`config.mk`:
```
export PLATFORM = sky130hd
export DESIGN_NAME = mult_sched_flat
export DESIGN_NICKNAME = d
export VERILOG_FILES = /design/src/rtl/mult_sched_if.sv /design/src/rtl/mult_sched.sv /design/src/flat_wrapper.sv
export SDC_FILE = /design/constraint.sdc
export NUM_CORES = 1
export LEC_CHECK = 0
export BUFFER_PORTS_ARGS = -buffer_cell sky130_fd_sc_hd__buf_2
export CAP_MARGIN = 20
export CORE_ASPECT_RATIO = 0.9
export CORE_MARGIN = 1.5
export CORE_UTILIZATION = 35
export DETAILED_ROUTE_END_ITERATION = 7
export PLACE_DENSITY = 0.64
export SLEW_MARGIN = 30
export SYNTH_ARGS = -nofsm -noshare
export SYNTH_HDL_FRONTEND = slang
export SYNTH_SLANG_ARGS = --single-unit
```
`constraint.sdc`:
```
create_clock -name clk -period 5.7 [get_ports clk]
set_clock_uncertainty 0.2 [all_clocks]
set_input_delay 0.57 -clock clk [delete_from_list [all_inputs] [get_ports clk]]
set_output_delay 0.57 -clock clk [all_outputs]
set_load 0.01 [all_outputs]
```
`src/rtl/mult_sched_if.sv`:
```
// Request/response handshake bundle for mult_sched: per-requester operand
// pairs in, one tagged product stream out.
interface mult_sched_if #(
    parameter int NREQ = 4
) ();
    localparam int IDW = (NREQ > 1) ? $clog2(NREQ) : 1;

    logic [NREQ-1:0]    req_valid;
    logic [NREQ-1:0]    req_ready;
    logic [12*NREQ-1:0] req_a;
    logic [12*NREQ-1:0] req_b;
    logic               resp_valid;
    logic               resp_ready;
    logic [IDW-1:0]     resp_id;
    logic [23:0]        resp_data;

    // The scheduler side: accepts requests, produces responses.
    modport slave (
        input  req_valid, req_a, req_b, resp_ready,
        output req_ready, resp_valid, resp_id, resp_data
    );

    // The client side: issues requests, consumes responses.
    modport master (
        output req_valid, req_a, req_b, resp_ready,
        input  req_ready, resp_valid, resp_id, resp_data
    );
endinterface

```
`src/rtl/mult_sched.sv`:
```
// Round-robin scheduler that shares one 12x12 multiplier between NREQ
// requesters. One register stage drives the multiplier; its combinational
// product is captured with the requester id into a small result FIFO.
module mult_sched #(
    parameter int NREQ  = 4,
    parameter int DEPTH = 2
) (
    input  logic        clk,
    input  logic        rst_n,
    mult_sched_if.slave bus,
    output logic [11:0] mul_a,
    output logic [11:0] mul_b,
    input  logic [23:0] mul_res,
    output logic        busy
);
    localparam int IDW = (NREQ > 1) ? $clog2(NREQ) : 1;
    localparam int PW  = $clog2(DEPTH);
    localparam int CW  = $clog2(DEPTH + 1);

    typedef struct packed {
        logic [IDW-1:0] id;
        logic [23:0]    data;
    } entry_t;

    // Issue stage state
    logic [IDW-1:0] rr_ptr_q,   rr_ptr_d;
    logic [11:0]    mul_a_q,    mul_a_d;
    logic [11:0]    mul_b_q,    mul_b_d;
    logic           s1_valid_q, s1_valid_d;
    logic [IDW-1:0] s1_id_q,    s1_id_d;

    // Result FIFO state
    logic [PW-1:0]  wr_ptr_q,     wr_ptr_d;
    logic [PW-1:0]  rd_ptr_q,     rd_ptr_d;
    logic [CW-1:0]  fifo_count_q, fifo_count_d;
    entry_t         fifo_mem_q [DEPTH];

    // Combinational control
    logic [IDW:0]   cand;
    logic           grant_found;
    logic [IDW-1:0] grant_idx;
    logic [11:0]    sel_a;
    logic [11:0]    sel_b;
    logic [CW:0]    occ_next;
    logic           can_issue;
    logic           issue;
    logic           push;
    logic           pop;
    logic [NREQ-1:0] req_ready_c;
    entry_t         head;

    // Round-robin search: first valid requester at or after rr_ptr, wrapping.
    always_comb begin
        // NOTE: combinational blocks use blocking '=' so later statements see
        // the values computed above them; clocked blocks use '<=' only.
        // NOTE: every output of this block gets a default before any branch,
        // otherwise an unassigned path would infer a latch.
        cand        = '0;
        grant_found = 1'b0;
        grant_idx   = '0;
        for (int k = 0; k < NREQ; k++) begin
            cand = {1'b0, rr_ptr_q} + (IDW+1)'(k);
            if (cand >= (IDW+1)'(NREQ)) begin
                cand = cand - (IDW+1)'(NREQ);
            end
            if (!grant_found && bus.req_valid[cand[IDW-1:0]]) begin
                grant_found = 1'b1;
                grant_idx   = cand[IDW-1:0];
            end
        end
    end

    // Issue decision and operand mux for the granted requester.
    always_comb begin
        pop      = (fifo_count_q != '0) && bus.resp_ready;
        push     = s1_valid_q;
        // Occupancy the FIFO would have once the op now in s1 lands; the new
        // issue must still find a slot behind it.
        occ_next = {1'b0, fifo_count_q} + (CW+1)'(s1_valid_q) - (CW+1)'(pop);
        can_issue = occ_next < (CW+1)'(DEPTH);
        // Gating with rst_n keeps req_ready low while reset is asserted.
        issue    = grant_found && can_issue && rst_n;

        sel_a       = '0;
        sel_b       = '0;
        req_ready_c = '0;
        for (int g = 0; g < NREQ; g++) begin
            if (grant_idx == IDW'(g)) begin
                sel_a          = bus.req_a[12*g +: 12];
                sel_b          = bus.req_b[12*g +: 12];
                req_ready_c[g] = issue;
            end
        end
    end

    // Next state for the issue stage; operands hold when idle to avoid toggling.
    always_comb begin
        mul_a_d    = mul_a_q;
        mul_b_d    = mul_b_q;
        s1_id_d    = s1_id_q;
        rr_ptr_d   = rr_ptr_q;
        s1_valid_d = issue;
        if (issue) begin
            mul_a_d  = sel_a;
            mul_b_d  = sel_b;
            s1_id_d  = grant_idx;
            rr_ptr_d = (grant_idx == IDW'(NREQ - 1)) ? '0 : grant_idx + 1'b1;
        end
    end

    // Next state for FIFO pointers and count; DEPTH is a power of two so the
    // pointers wrap naturally.
    always_comb begin
        wr_ptr_d     = push ? wr_ptr_q + PW'(1) : wr_ptr_q;
        rd_ptr_d     = pop  ? rd_ptr_q + PW'(1) : rd_ptr_q;
        fifo_count_d = fifo_count_q + CW'(push) - CW'(pop);
    end

    // Control state registers.
    always_ff @(posedge clk or negedge rst_n) begin
        if (!rst_n) begin
            rr_ptr_q     <= '0;
            mul_a_q      <= '0;
            mul_b_q      <= '0;
            s1_valid_q   <= 1'b0;
            s1_id_q      <= '0;
            wr_ptr_q     <= '0;
            rd_ptr_q     <= '0;
            fifo_count_q <= '0;
        end else begin
            rr_ptr_q     <= rr_ptr_d;
            mul_a_q      <= mul_a_d;
            mul_b_q      <= mul_b_d;
            s1_valid_q   <= s1_valid_d;
            s1_id_q      <= s1_id_d;
            wr_ptr_q     <= wr_ptr_d;
            rd_ptr_q     <= rd_ptr_d;
            fifo_count_q <= fifo_count_d;
        end
    end

    // FIFO storage: capture the product of the op sitting in s1.
    // NOTE: storage is left unreset; nothing reads it unless fifo_count says
    // the slot is live, and the response outputs are forced to zero otherwise.
    always_ff @(posedge clk) begin
        if (push) begin
            fifo_mem_q[wr_ptr_q] <= '{id: s1_id_q, data: mul_res};
        end
    end

    assign head           = fifo_mem_q[rd_ptr_q];
    assign bus.resp_valid = (fifo_count_q != '0);
    assign bus.resp_id    = bus.resp_valid ? head.id   : '0;
    assign bus.resp_data  = bus.resp_valid ? head.data : '0;
    assign bus.req_ready  = req_ready_c;
    assign mul_a          = mul_a_q;
    assign mul_b          = mul_b_q;
    assign busy           = s1_valid_q || (fifo_count_q != '0);

    a_no_overflow: assert property (@(posedge clk) disable iff (!rst_n)
        push |-> (fifo_count_q < CW'(DEPTH)));

    a_ready_onehot: assert property (@(posedge clk) disable iff (!rst_n)
        $onehot0(req_ready_c));
endmodule

```
`src/flat_wrapper.sv`:
```
// flat-port wrapper written by rule: the top's interface ports become plain ports
module mult_sched_flat 
#(
    parameter int NREQ  = 4,
    parameter int DEPTH = 2
)
  (clk, rst_n, mul_a, mul_b, mul_res, busy, bus_req_valid, bus_req_a, bus_req_b, bus_resp_ready, bus_req_ready, bus_resp_valid, bus_resp_id, bus_resp_data);
  mult_sched_if #(.NREQ(NREQ)) bus_i ();
  input  logic clk;
  input  logic rst_n;
  output logic [11:0] mul_a;
  output logic [11:0] mul_b;
  input  logic [23:0] mul_res;
  output logic busy;
  input wire logic [$bits(bus_i.req_valid)-1:0] bus_req_valid;
  input wire logic [$bits(bus_i.req_a)-1:0] bus_req_a;
  input wire logic [$bits(bus_i.req_b)-1:0] bus_req_b;
  input wire logic [$bits(bus_i.resp_ready)-1:0] bus_resp_ready;
  output wire logic [$bits(bus_i.req_ready)-1:0] bus_req_ready;
  output wire logic [$bits(bus_i.resp_valid)-1:0] bus_resp_valid;
  output wire logic [$bits(bus_i.resp_id)-1:0] bus_resp_id;
  output wire logic [$bits(bus_i.resp_data)-1:0] bus_resp_data;
  assign bus_i.req_valid = bus_req_valid;
  assign bus_i.req_a = bus_req_a;
  assign bus_i.req_b = bus_req_b;
  assign bus_i.resp_ready = bus_resp_ready;
  assign bus_req_ready = bus_i.req_ready;
  assign bus_resp_valid = bus_i.resp_valid;
  assign bus_resp_id = bus_i.resp_id;
  assign bus_resp_data = bus_i.resp_data;
  mult_sched #(.NREQ(NREQ), .DEPTH(DEPTH)) u_core (.clk(clk), .rst_n(rst_n), .bus(bus_i), .mul_a(mul_a), .mul_b(mul_b), .mul_res(mul_res), .busy(busy));
endmodule
```
==> impl_results.md <==
- Run status: completed
- Number of setup buffers added after CTS: 0
- Count of unique library cells instantiated by Yosys: 34
- Share of the yosys chip area belonging to registers: 59.87%
- Count of clock tree sinks: 85
- Maximum level of the CTS H-tree: 3
- Avg Synthesized Cell Area: 11.97 um2
- Drt total wl: 10080 um
- Post-detailed-route count of antenna-violating nets: 0
- Number of buffers added by the clock tree synthesis step: 9
- Reg2Reg Launch Point: u_core.rr_ptr_q[1]
- Via count of the first global-routing pass: 3166
- Unrepaired setup endpoints after global routing: false
- Number of synthesis warnings: 0
- Number of port buffers: 182
- Die area: 12040 um2
- Nature of the critical path startpoint: flop
- Async S/R FF share, synth: 38.82%
- Clock transition time at the flip-flop clock pins of the worst setup and hold paths: 0.06 ns
- Most used cells in the layout excluding fill and tap cells: 182 x buf_2, 52 x edfxtp_1, 33 x dfrtp_1
- Number of remaining DRC errors: 0
- Routed WL per cell: 15.11 um
- Pin count of the biggest net entering global routing: 56
- Vias: 3323
- Area Overhead vs Synth: 33.20%
- Worst slew slack as a fraction of its limit: 40.22%
- Drt pass-1 iters: 4
- Drt via density: 4.982
- Final critical delay including setup and external delays: 3.998 ns
- Total half-perimeter wirelength after legalization and detailed placement: 7604 um
- DRC marker count from the first detailed-route iteration: 162
- CTS Root Buffer Type: clkbuf_16
- Max Clk Rate: 250.2 MHz
- Required time reported for the critical path endpoint: 4.93 ns
- Gr ovfl total: 0
- Global routing usage summed across all routing layers: 16.74%
- Number of hold violations in the final report: 0
- Latest clock arrival within the worst-skew pair: 0.33 ns
- Filler Cell Count: 1028
- Rows: 36
- Diodes inserted: 0
- Post-cts hold buffer count: 0
- Share of post-route cells with drive strength above 1: 40.78%
- Cells after Synth: 333
- Floorplan die width: 115.5 um
- Fraction of the cycle the final worst path needs: 70.13%
- Largest vdd supply drop: 0.0001540 V
- Synthesized flop and latch total: 85
- Buffer levels on the longest clock path: 2
- Worst Max-Slew Pin Slew: 0.8966 ns
- Power after layout: 0.002544 W
- CTS tree: yes
- CP Launch Point: u_core.fifo_count_q[1]
- Total power per unit cell area: 479.0 nW/um2
- Post-layout net count: 644
- Initial standard-cell utilization of the core: 36.43%
- Synthesized netlist net count: 467
- Worst setup path class: reg -> out
- CP endpoint kind: output pin
- Critical path fanouts, max: 55
- I/O pin count: 183
- Final setup violating endpoints: 0
- Arrival time of the worst setup path: 3.23 ns
- Number of cells on the worst reg-to-reg path: 8
- Final Max Slew Viols: 0
- Routability congestion estimate from global placement: 0.9055
- Number of cells upsized or downsized after cts: 0
- Number of antenna violations at the first check in global routing: 0
- Wire length of the first global-routing pass: 15440 um
- Most used flip-flop cell after synthesis: edfxtp_1
- Die span in y: 104.3 um
- Max_cap viols: 0
- Standard cell core area: 10950 um2
- Number of enable-type register cells in the synthesized netlist: 52
- Setup_tns: 0 ns
- Most frequent standard cell in the layout excluding fill and tap cells: buf_2
- Cell area after synthesis: 3988 um2
- Type of the worst min-delay path: in -> async
- Leakage power figure: 2.553 nW
[critical path, cell delays in order, from the launching register on]
cell and delay [ns]:
dfrtp_1 0.42, nor2_2 0.13, nor2b_1 0.07, ha_1 0.28, inv_1 0.04, ha_1 0.18
fa_1 0.46, nor2b_1 0.25, nand3_4 0.49, inv_2 0.25, and2_1 0.16, buf_2 0.13
[where the power goes]
part,internal (W),switching [W],total [W]
sequential,0.000817,0.0000818,0.000899
clock,0.000301,0.000244,0.000545
combinational,0.000454,0.000646,0.00110
[final cells by class]
| class | instances | area (um2) | area share (%) |
|---|---|---|---|
| flip-flops and latches | 85 | 2387 | 44.95 |
| well taps | 152 | 190.2 | 3.581 |
| clock inverters | 7 | 57.56 | 1.084 |
| multi-input cells | 211 | 1435 | 27.02 |
| repair buffers | 189 | 963.4 | 18.14 |
| clock buffers | 9 | 225.2 | 4.240 |
| inverters | 14 | 52.55 | 0.9894 |
[synth_stat cells, types with 6 or more instances]
cell type,count,area [um2]
a21o_1,23,172.7
a311oi_1,22,192.7
clkbuf_1,13,48.80
dfrtp_1,33,825.8
edfxtp_1,52,1562
ha_1,6,75.07
inv_1,13,48.80
mux2i_1,27,270.3
nand2_1,25,93.84
nand3_1,21,105.1
nor2_1,32,120.1
o22ai_1,23,143.9
[stage by stage]
stage	hold slack, ns	instance area (um2)	setup WS [ns]	instances	utilization, %
finish	0.06273	5311	1.702	667	48.53
global placement	0.2594	5029	1.920	651	45.94
global route	0.1059	5311	1.464	667	48.53
CTS	0.08136	5311	1.644	667	48.53
detailed placement	0.2626	5029	1.809	651	45.94
floorplan	0.07441	3988	2.384	333	-
[cell families after synthesis]
logic type	share of synthesized area (%)
DFF	59.87
and+or+nand+nor	10.42
AOI/OAI and AO/OA	15.25
muxes	7.154
buffers and inverters	4.267
xor gates and xnor gates	0.6590
adders and majority gates	2.385
[final timing paths]
kind	slack, ns	endpoint
worst min-delay path	0.06	u_core.mul_b[6]
worst min register to register	0.27	u_core.mul_a[5]
worst max-delay path	1.70	bus_req_ready[0]
worst max register to register	2.44	u_core.mul_b[1]
max in group asynchronous	4.91	u_core.fifo_count_q[0]
min in group clk	0.22	u_core.fifo_mem_q[0][12]
[sequential cells by signal, indices dropped and copies added (netlist names)]
| signal | cells |
|---|---|
| u_core.fifo_count_q | 2 |
| u_core.wr_ptr_q | 1 |
| u_core.fifo_mem_q | 52 |
| u_core.rd_ptr_q | 1 |
| u_core.mul_b | 12 |
| u_core.rr_ptr_q | 2 |
| u_core.push | 1 |
| u_core.s1_id_q | 2 |
| u_core.mul_a | 12 |
[per-layer routing]
layer	part of all wire [%]	vias to the layer above	global-route usage (%)	wire length, um
met1	40	1559	19.25	4068
met4	2.1	0	6.173	214
met2	51	149	29.71	5113
met3	6.8	19	4.138	684
li1	-	1596	-	-
met5	0	-	0	0
Note: power is estimated with default switching activity, not from simulation.
